[src/rtl/sonar_scan_scheduler.sv]
// Round-robin scheduler for a bank of HC-SR04 sonar sensors: trigger one sensor,
// time its echo with a timeout, report a tagged duration, then wait a guard gap.
module sonar_scan_scheduler #(
   parameter int NUM_SENSORS    = 4,
   parameter int TRIG_CYCLES    = 120,
   parameter int TIMEOUT_CYCLES = 360000,
   parameter int GAP_CYCLES     = 120000,
   parameter int ID_W           = 2
) (
   input  logic                   clk,
   input  logic                   rst,
   input  logic                   enable,
   input  logic [NUM_SENSORS-1:0] echo,
   output logic [NUM_SENSORS-1:0] trigger,
   output logic                   meas_valid,
   output logic [ID_W-1:0]        meas_id,
   output logic [31:0]            meas_duration,
   output logic                   meas_timeout,
   output logic                   busy
);

   typedef enum logic [2:0] {
      IDLE,
      TRIG,
      WAIT_RISE,
      MEASURE,
      GAP
   } state_t;

   localparam logic [31:0]     TRIG_LAST    = 32'(TRIG_CYCLES - 1);
   localparam logic [31:0]     TIMEOUT_LAST = 32'(TIMEOUT_CYCLES - 1);
   localparam logic [31:0]     TIMEOUT_FULL = 32'(TIMEOUT_CYCLES);
   localparam logic [31:0]     GAP_LAST     = 32'(GAP_CYCLES - 1);
   localparam logic [ID_W-1:0] LAST_ID      = ID_W'(NUM_SENSORS - 1);

   state_t                 state_q;
   logic [ID_W-1:0]        idx_q;
   logic [31:0]            cnt_q;
   logic [NUM_SENSORS-1:0] trigger_q;
   logic                   meas_valid_q;
   logic [ID_W-1:0]        meas_id_q;
   logic [31:0]            meas_duration_q;
   logic                   meas_timeout_q;
   logic                   busy_q;

   logic [NUM_SENSORS-1:0] echo_meta_q;
   logic [NUM_SENSORS-1:0] echo_s_q;
   logic [NUM_SENSORS-1:0] echo_sd_q;

   logic [ID_W-1:0]        idx_next_d;
   logic [NUM_SENSORS-1:0] sel_cur_d;
   logic [NUM_SENSORS-1:0] sel_next_d;
   logic                   echo_cur_d;
   logic                   echo_rise_d;

   // Two-flop synchronizer plus a delayed copy for rising-edge detection.
   always_ff @(posedge clk or posedge rst) begin
      if (rst) begin
         echo_meta_q <= '0;
         echo_s_q    <= '0;
         echo_sd_q   <= '0;
      end else begin
         echo_meta_q <= echo;
         echo_s_q    <= echo_meta_q;
         echo_sd_q   <= echo_s_q;
      end
   end

   always_comb begin
      idx_next_d  = (idx_q == LAST_ID) ? '0 : idx_q + ID_W'(1);
      sel_cur_d   = NUM_SENSORS'(1) << idx_q;
      sel_next_d  = NUM_SENSORS'(1) << idx_next_d;
      echo_cur_d  = |(echo_s_q & sel_cur_d);
      echo_rise_d = |(echo_s_q & ~echo_sd_q & sel_cur_d);
   end

   // Slot sequencer; a single counter is reused by every timed state.
   always_ff @(posedge clk or posedge rst) begin
      if (rst) begin
         state_q         <= IDLE;
         idx_q           <= '0;
         cnt_q           <= '0;
         trigger_q       <= '0;
         meas_valid_q    <= 1'b0;
         meas_id_q       <= '0;
         meas_duration_q <= '0;
         meas_timeout_q  <= 1'b0;
         busy_q          <= 1'b0;
      end else begin
         meas_valid_q <= 1'b0;
         case (state_q)
            IDLE: begin
               if (enable) begin
                  state_q   <= TRIG;
                  trigger_q <= sel_cur_d;
                  cnt_q     <= '0;
                  busy_q    <= 1'b1;
               end
            end
            TRIG: begin
               if (cnt_q >= TRIG_LAST) begin
                  trigger_q <= '0;
                  state_q   <= WAIT_RISE;
                  cnt_q     <= '0;
               end else begin
                  cnt_q <= cnt_q + 32'd1;
               end
            end
            WAIT_RISE: begin
               if (echo_rise_d) begin
                  state_q <= MEASURE;
                  cnt_q   <= 32'd1;
               end else if (cnt_q >= TIMEOUT_LAST) begin
                  meas_valid_q    <= 1'b1;
                  meas_id_q       <= idx_q;
                  meas_duration_q <= '0;
                  meas_timeout_q  <= 1'b1;
                  state_q         <= GAP;
                  cnt_q           <= '0;
               end else begin
                  cnt_q <= cnt_q + 32'd1;
               end
            end
            MEASURE: begin
               // The rise cycle already counted as 1, so K high cycles report K.
               if (!echo_cur_d) begin
                  meas_valid_q    <= 1'b1;
                  meas_id_q       <= idx_q;
                  meas_duration_q <= cnt_q;
                  meas_timeout_q  <= 1'b0;
                  state_q         <= GAP;
                  cnt_q           <= '0;
               end else if (cnt_q >= TIMEOUT_LAST) begin
                  meas_valid_q    <= 1'b1;
                  meas_id_q       <= idx_q;
                  meas_duration_q <= TIMEOUT_FULL;
                  meas_timeout_q  <= 1'b1;
                  state_q         <= GAP;
                  cnt_q           <= '0;
               end else begin
                  cnt_q <= cnt_q + 32'd1;
               end
            end
            GAP: begin
               if (cnt_q >= GAP_LAST) begin
                  idx_q <= idx_next_d;
                  cnt_q <= '0;
                  if (enable) begin
                     state_q   <= TRIG;
                     trigger_q <= sel_next_d;
                  end else begin
                     state_q <= IDLE;
                     busy_q  <= 1'b0;
                  end
               end else begin
                  cnt_q <= cnt_q + 32'd1;
               end
            end
            default: begin
               state_q   <= IDLE;
               trigger_q <= '0;
               busy_q    <= 1'b0;
               cnt_q     <= '0;
            end
         endcase
      end
   end

   assign trigger       = trigger_q;
   assign meas_valid    = meas_valid_q;
   assign meas_id       = meas_id_q;
   assign meas_duration = meas_duration_q;
   assign meas_timeout  = meas_timeout_q;
   assign busy          = busy_q;

endmodule

[config.mk]
export PLATFORM = sky130hd
export DESIGN_NAME = sonar_scan_scheduler
export DESIGN_NICKNAME = d
export VERILOG_FILES = /design/src/rtl/sonar_scan_scheduler.sv
export SDC_FILE = /design/constraint.sdc
export NUM_CORES = 1
export LEC_CHECK = 0
export ABC_AREA = 1
export ABC_CLOCK_PERIOD_IN_PS = 2550
export CAP_MARGIN = 30
export CORE_MARGIN = 4
export CORE_UTILIZATION = 45
export CTS_CLUSTER_DIAMETER = 120
export DETAILED_ROUTE_END_ITERATION = 6
export GPL_ROUTABILITY_DRIVEN = 0
export GPL_TIMING_DRIVEN = 0
export PLACE_DENSITY = 0.8
export SYNTH_ARGS = -nofsm -noshare
export SYNTH_HDL_FRONTEND = slang
export SYNTH_SLANG_ARGS = --single-unit
[constraint.sdc]
create_clock -name clk -period 2.55 [get_ports clk]
set_input_delay 0.255 -clock clk [delete_from_list [all_inputs] [get_ports clk]]
set_output_delay 0.255 -clock clk [all_outputs]
set_load 0.03 [all_outputs]
==> impl_metrics.py <==
metrics = {
    "outcome": {
        "status": "completed",
    },
    "cts": {
        "clk_latency_ns": 0.37,
        "numCtsBuffers": 9,
        "cts_setup_buffers": 0,
        "clock-root-buffer": "clkbuf_8",
        "cts_tree": "done",
        "htreeDepth": 3,
        "clkTransAtPathRegs_ns": 0.10,
        "ctsResizeCount": 0,
        "clock-sinks": 90,
        "clock_path_buffers": 2,
        "cts.hold.buffers_added": 0,
    },
    "global_route": {
        "grt_pass1_wl_mm": 16.68,
        "overflow": 0,
        "grt_pass1_vias": 3593,
        "grt_max_degree": 43,
        "grt_use_total_pct": 18.32,
        "grt_antenna_before_repair": 0,
    },
    "drt": {
        "vias": 3496,
        "drt_pass1_iterations": 5,
        "drtAntennaViolNets": 0,
        "wl_mm": 9.405,
        "drc": 0,
        "drt-initial-drc-count": 207,
        "wl_per_cell_microns": 13.23,
        "via_per_inst": 4.917,
    },
    "die": {
        "die_area_sq_um": 11310,
        "core.rowCount": 35,
        "die_w_microns": 106.4,
        "core_sq_um": 9328,
        "die_h_microns": 106.4,
        "start_util_pct": 46.67,
        "ioPinCount": 48,
    },
    "sta": {
        "final-hold-violation-count": 0,
        "min_period_ns": 2.139,
        "fin_setup_tns_ns": 0,
        "drv_slew": 0,
        "slew_headroom_pct": 65.22,
        "fin_crit_sh_pct": 83.89,
        "finClkSkew_ns": 0.01033,
        "finalSetupViolations": 0,
        "tightest_slew_ns": 0.5217,
        "rsz0062_at_grt": "no",
        "fmax_mhz": 467.5,
    },
    "placed_design": {
        "dp_hpwl_mm": 6.949,
        "portBuffers": 47,
    },
    "critical_path": {
        "setup.worst_path.end_class": "flip-flop",
        "ff2ff_path_depth": 13,
        "startpoint_type": "flip-flop",
        "max_stage_delay_ns": 0.44,
        "critPathKind": "flip-flop to flip-flop",
        "required_ns": 2.79,
        "cp.arrival_ns": 2.38,
        "crit_fanout": 10,
        "cp_common_cell": "nand2_1",
        "path_cells": "inv_1 > ha_1 > nand2_1 > nor2_1 > nor2_1 > nand2_1 > o21ai_0 > nand2_2 > nand2_4 > inv_4 > buf_6 > nand2_1 > o21ai_1",
        "critPathSlowestCell": "dfrtp_1",
    },
    "yosys": {
        "ys_top_cells_by_area": "dfrtp_1, nand2_1, inv_1",
        "synth_edf_count": 0,
        "synth.ff_latch_count": 90,
        "ys_seq_area_share_pct": 51.74,
        "synthArstFlopShare_pct": 100.0,
        "synth_commonest_cells": "nand2_1, dfrtp_1, inv_1, nor2_1",
        "synth_flop_cell": "dfrtp_1",
        "netlist_area_sq_um": 4353,
        "yosysTopAreaCell": "dfrtp_1",
        "synth_fp_nets": 533,
        "synth_top_area_share_pct": 51.74,
        "synthCells": 517,
        "ys_types": 32,
        "synth.avg_cell_area_sq_um": 8.420,
        "yosysWarningCount": 0,
        "yosysMostFrequentCell": "nand2_1",
    },
    "power": {
        "report.power.total_mw": 4.074,
        "vdd_drop_max_mv": 0.3654,
        "power.density_nw_per_um2": 780.5,
        "p_leak_nw": 2.549,
    },
    "finish": {
        "diodes": 0,
        "fillers": 862,
        "drive_above_1_share_pct": 13.06,
        "area_growth_pct": 19.92,
        "nets": 593,
    },
    "min_path": {
        "hp-class": "input port to async pin",
    },
    "run": {
        "drv_cap": 0,
    },
}
## kinds of logic after synthesis
kind of cell    after synthesis  synth area share (%)
buf+inv                      81                 8.105
compound gates               66                 8.623
flops                        90                 51.74
fa+ha+maj                     9                 2.587
xor+xnor                     15                 3.018
simple gates                256                 25.93
## layer usage
layer	track usage (%)	vias up	part of all wire, %	wire length [microns]
li1	-	1738	-	-
met1	24.31	1637	46	4321
met2	28.91	102	47	4380
met4	7.586	0	2.1	195
met5	0	-	0	0
met3	4.311	19	5.4	509
## layout make-up
class | count | area (sq um) | share of cell area (%)
sequential | 90 | 2252 | 43.14
multi-input combinational | 346 | 1748 | 33.49
timing repair buffer | 49 | 510.5 | 9.779
inverter | 65 | 250.2 | 4.794
tap | 129 | 161.4 | 3.092
clock buffer | 9 | 123.9 | 2.373
buffer | 16 | 106.4 | 2.037
clock inverter | 7 | 67.56 | 1.294
## sequential cells by signal, summed over array words and instances, names as in the netlist
name / flops
meas_id: 2
busy: 1
state_q: 3
meas_timeout: 1
echo_s_q: 4
trigger: 4
idx_q: 2
cnt_q: 32
echo_meta_q: 4
echo_sd_q: 4
meas_duration: 32
meas_valid: 1
## layout by cell type (no fill, tap or decap), types with 3 or more instances in the layout
cell type,instances
ha_1,9
nor3_1,8
inv_2,9
clkbuf_8,9
buf_6,4
nand2_1,143
nor2_2,7
inv_8,3
clkbuf_1,4
a21oi_1,8
inv_1,53
nand3_1,19
xor2_1,15
o21ai_1,22
nor2_1,51
dfrtp_1,90
buf_4,3
nand2_2,11
o21ai_2,9
o21ai_0,22
clkdlybuf4s50_1,47
buf_2,4
nand4_1,8
## per-stage QoR
stage / hold WS (ns) / util (%) / setup slack [ns] / instances / cell area, sq um
2_1_floorplan: 0.2864 / - / 0.7617 / 517 / 4357
3_3_place_gp: 0.3328 / 53.48 / 0.3277 / 693 / 4989
3_5_place_dp: 0.3347 / 53.91 / 0.4531 / 695 / 5029
4_1_cts: 0.1867 / 55.96 / 0.4108 / 711 / 5220
5_1_grt: 0.2002 / 55.96 / 0.2029 / 711 / 5220
6_report: 0.1807 / 55.96 / 0.4107 / 711 / 5220
## critical path, delay by kind of cell (launching register included)
kind | cells | cell delay (ns)
compound gates | 2 | 0.31
fa+ha+maj | 1 | 0.25
buf+inv | 3 | 0.38
flops | 1 | 0.44
simple gates | 7 | 0.63
## power by group
part | total (mW) | switching, mW | leakage, nW | internal [mW]
Clock | 0.950 | 0.569 | 0.0958 | 0.381
Combinational | 1.42 | 0.919 | 1.24 | 0.503
Sequential | 1.70 | 0.112 | 1.21 | 1.59
## path summary, 6_finish.rpt
path                                          end  slack, ns           start
worst max-delay path            meas_duration[31]       0.41        idx_q[0]
worst min-delay path                     cnt_q[0]       0.18             rst
worst max register to register  meas_duration[31]       0.41        idx_q[0]
worst min register to register        echo_s_q[3]       0.35  echo_meta_q[3]
max in group asynchronous               cnt_q[16]       1.88             rst
min in group clk                   echo_meta_q[2]       0.31         echo[2]
No activity file was read; power rests on OpenSTA's default activity.
==> variant 1 (same flow settings) <==
Encoding of `state_t`: now one-hot (5 bits for 5 states).
--- a/src/rtl/sonar_scan_scheduler.sv
+++ b/src/rtl/sonar_scan_scheduler.sv
@@ -19,12 +19,12 @@
    output logic                   busy
 );
 
-   typedef enum logic [2:0] {
-      IDLE,
-      TRIG,
-      WAIT_RISE,
-      MEASURE,
-      GAP
+   typedef enum logic [4:0] {
+      IDLE      = 5'b00001,
+      TRIG      = 5'b00010,
+      WAIT_RISE = 5'b00100,
+      MEASURE   = 5'b01000,
+      GAP       = 5'b10000
    } state_t;
 
    localparam logic [31:0]     TRIG_LAST    = 32'(TRIG_CYCLES - 1);
Formal check against the unedited RTL: same outputs for any inputs over 10 cycles, from zero or initial values and one cycle with rst high; not proved beyond that.
==> variant 1 against the original RTL <==
Sequential cell count grew 2; wire length grew 6.0%; area after synthesis grew 2.5%; largest cell class unchanged; power shrank 17%; final area grew 2.6%; setup slack lost 0.11 ns; highest routed layer unchanged; via count grew 3.7%; combinational power shrank 45%.
==> variant 1: results <==
set metrics [dict create \
    p_leak_nw 2.66 \
    fmax_mhz 444 \
    wl_um 9970 \
    hold-worst-slack_ns 0.217 \
    antenna_cells 0 \
    ys_top_cells_by_area "dfrtp_1 (51%), nand2_1 (15%), inv_1 (4.9%)" \
    critPathLaunch "idx_q[0]" \
    grt_pass1_wl_um 17400 \
    arrival_ns 2.52 \
    ir_drop_v 0.000475 \
    drive_above_1_share_pct 12.5 \
    fin_nets 609 \
    clock_latency_ns 0.37 \
    pre_cts_slack_ns 0.223 \
    rr_worst_depth 12 \
    grt_pass1_vias 3789 \
    grtUsageTotal_pct 18.8 \
    yosysSeqAreaShare_pct 51.6 \
    worst_slew_pin_slew_ns 0.567 \
    skew_ns 0.0126 \
    status "finished clean" \
    regToRegSetupSlack_ns 0.30 \
    via_per_inst 4.96 \
    areaGrowthSynthToFinish_pct 20.0 \
    synth_nets 549 \
    cts_setup_buffers 0 \
    detailed_place_hpwl_um 7340 \
    synthDistinctLibCells 36 \
    grt_max_degree 46 \
    num-fill-cells 883 \
    reg2reg_to "cnt_q[7]" \
    drt_iter0_drc 225 \
    place_area_sq_mm 0.00514 \
    netlist_top_cells_count "nand2_1 (177), dfrtp_1 (91), inv_1 (58)" \
]
==> variant 1: cell count changes after synthesis, moves of 4 or more <==
cell,before,now
a21oi_1,8,22
inv_1,54,58
inv_2,9,4
nand2_1,143,177
nand2_2,11,16
nand3_1,19,9
nor2_1,51,44
o21ai_0,22,11
o21ai_2,9,0
==> variant 1: what timing repair did <==
action / 4_1_cts / 5_1_grt
endpoints found under the setup margin: 0 / 27
hold endpoints to repair: 0 / 0
resized for setup: 0 / 1
hold buffers: 0 / 0
==> variant 1: final cells by class <==
class                   instances  area, sq um  area share, %
plain buffers                  15          110           2.06
clock buffers                   9          124           2.31
clock inverters                 7         83.8           1.57
inverters                      64          246           4.60
multi-input cells             362         1810           33.8
flip-flops and latches         92         2300           43.0
well taps                     133          166           3.11
repair buffers                 49          510           9.53
==> variant 1: metrics by stage <==
stage	instances	power [mW]
floorplan	533	2.18
global placement	713	2.38
detailed placement	715	2.42
CTS	731	3.43
global route	731	3.59
finish	731	3.40
==> variant 1: where the power goes <==
| part | internal (mW) | switching [mW] | leakage (nW) |
|---|---|---|---|
| clock | 0.466 | 0.549 | 0.0990 |
| sequential | 1.55 | 0.0630 | 1.25 |
| combinational | 0.268 | 0.507 | 1.31 |
| total | 2.28 | 1.12 | 2.66 |
==> variant 1: per-layer routing <==
metal  global-route usage (%)  up-vias  share of wire, %
met5                        0        -                 0
met4                     6.22        0               1.8
met3                     4.50       18               5.0
met2                     33.0      103                50
met1                     22.8     1736                43
li1                         -     1767                 -
==> variant 1: cell families (layout without fill, tap and decap cells) <==
group           Yosys count  count (layout)  synth area share (%)
compound gates           53              53                  6.03
buf+inv                  79             144                  7.91
fa+ha+maj                 9               9                  2.52
xor+xnor                 14              14                  2.75
simple gates            286             286                  29.2
flops                    92              92                  51.6
==> variant 2 (config.mk and constraints unchanged) <==
Without the edit above. The parameter `ID_W` goes from 2 to 3.
--- a/src/rtl/sonar_scan_scheduler.sv
+++ b/src/rtl/sonar_scan_scheduler.sv
@@ -5,7 +5,7 @@
    parameter int TRIG_CYCLES    = 120,
    parameter int TIMEOUT_CYCLES = 360000,
    parameter int GAP_CYCLES     = 120000,
-   parameter int ID_W           = 2
+   parameter int ID_W           = 3
 ) (
    input  logic                   clk,
    input  logic                   rst,
Ports: changed (resized meas_id); port bits go from 48 to 49. No check against the original RTL was run, so the function may have changed too.
==> variant 2 against the original RTL <==
Via count is 7.7% higher; wire length increased by 3.8%; final cell count up 4.5%; final area rose by 0.24%; area after synthesis rose by 0.52%; sequential cell count increased by 2; setup slack got worse by 0.13 ns; count of clock-buffer cells in the layout grew 4; core utilization decreased by 0.13 points; non-clock buffer count shrank 4; clock skew is 0.00067 ns lower; first-iteration DRC count increased by 140%; critical endpoint is now cnt_q[10]; highest routed layer unchanged.
Power is not compared: it rests on default switching activity, and its combinational part moved more than twofold at a synthesized area within 25%.
==> variant 2: results <==
set metrics [dict create \
    cts_setup_buffers 0 \
    grtUsageTotal_pct 18.0 \
    die_w_um 107 \
    clockRootBuffer "clkbuf_8" \
    synth_compound_area_share_pct 5.83 \
    fin_nets 621 \
    netlist_top_cells_count "nand2_1 (188), dfrtp_1 (92), nor2_1 (64)" \
    htree_levels 3 \
    pre_cts_slack_ns 0.327 \
    yosys_most_used_dff "dfrtp_1" \
    drt_iter0_drc 487 \
    num-fill-cells 834 \
    synth_seq_cells 92 \
    synthAdderAreaFrac_pct 1.43 \
    p_leak_nw 2.63 \
    switching_share_pct 23.3 \
    seq_area_share_pct 44.0 \
    skew_ns 0.00965 \
    regArea_sq_mm 0.00230 \
    cts_resized 0 \
    synth_mux_area_share_pct 0 \
    synth_area_sq_mm 0.00438 \
    antenna_cells 0 \
    yosysWarningCount 0 \
    wl_per_cell_um 13.1 \
    cts_buffer_depth 2 \
    buffers_excl_clock 61 \
    final-clk-cell-share_pct 3.28 \
    place_area_sq_mm 0.00506 \
    buffer_area_share_pct 11.3 \
    min_path_type "input pin to async pin" \
    clkTransAtPathRegs_ns 0.09 \
    portBuffers 48 \
    multi_input_area_share_pct 33.4 \
    grt_pass1_wl_um 16500 \
    placed_cells 727 \
    max_slew_margin_pct 61.2 \
    detailed_place_hpwl_um 7350 \
    ir_drop_v 0.000213 \
    clkbuf_count 13 \
    cp_max_fo 10 \
    drt_pass1_iterations 5 \
    wl_um 9760 \
    clock_latency_ns 0.36 \
    synthXorXnorAreaFrac_pct 3.00 \
    ys_top_cells_by_area "dfrtp_1 (53%), nand2_1 (16%), nor2_1 (5.5%)" \
    status "finished clean" \
    arrival_ns 2.53 \
    synthDistinctLibCells 31 \
    drive_above_1_share_pct 7.49 \
    syn_inst 548 \
    grt_max_degree 44 \
    multi_input_cells 378 \
    inv_count 67 \
    numCtsBuffers 9 \
    synthArstFlopShare_pct 100 \
    grt_pass1_vias 3499 \
    yosysSeqAreaShare_pct 52.6 \
    via_per_inst 5.07 \
    synth_nets 560 \
]
## variant 2: cell types whose count changed after synthesis, moves of 3 or more
cell     change
nand2_1     +45
nor2_1      +13
a21oi_1     +10
o21ai_0     -10
o21ai_2      -9
nand2_2      -6
nor2_2       -6
ha_1         -4
inv_1        +4
o21ai_1      -4
nor3_1       +3
## variant 2: power by group through the flow
stage	clock, mW	combinational, mW	sequential [mW]
2_1_floorplan	0	0.0405	1.54
3_3_place_gp	0	0.107	1.52
3_5_place_dp	0	0.117	1.52
4_1_cts	0.895	0.117	1.49
5_1_grt	0.967	0.126	1.49
6_report	0.882	0.114	1.49
## variant 2: critical path: stages, from the launching register on
cell and delay (ns):
dfrtp_1 0.43, inv_1 0.12, ha_1 0.24, nand3_1 0.12, nand2_1 0.08, nor2_2 0.15
buf_2 0.24, nor2_1 0.07, nand3_1 0.19, nand4_2 0.32, nand2_1 0.16, nand2_1 0.06
## variant 2: routing by layer
layer  vias to the layer above  track usage [%]  share of wire (%)
li1                       1831                -                  -
met1                      1775             23.8                 44
met2                       136             29.8                 49
met3                        24             3.79                5.4
met4                         0             5.84                1.8
met5                         -                0                  0
## variant 2: path summary, 6_finish.rpt
kind	to	cells after the start	from	slack (ns)
worst max-delay path	cnt_q[10]	11	idx_q[0]	0.28
worst min-delay path	cnt_q[27]	2	rst	0.19
worst max register to register	cnt_q[10]	11	idx_q[0]	0.28
worst min register to register	echo_s_q[1]	0	echo_meta_q[1]	0.36
max in group asynchronous	meas_duration[8]	3	rst	1.86
min in group clk	echo_meta_q[3]	1	echo[3]	0.32
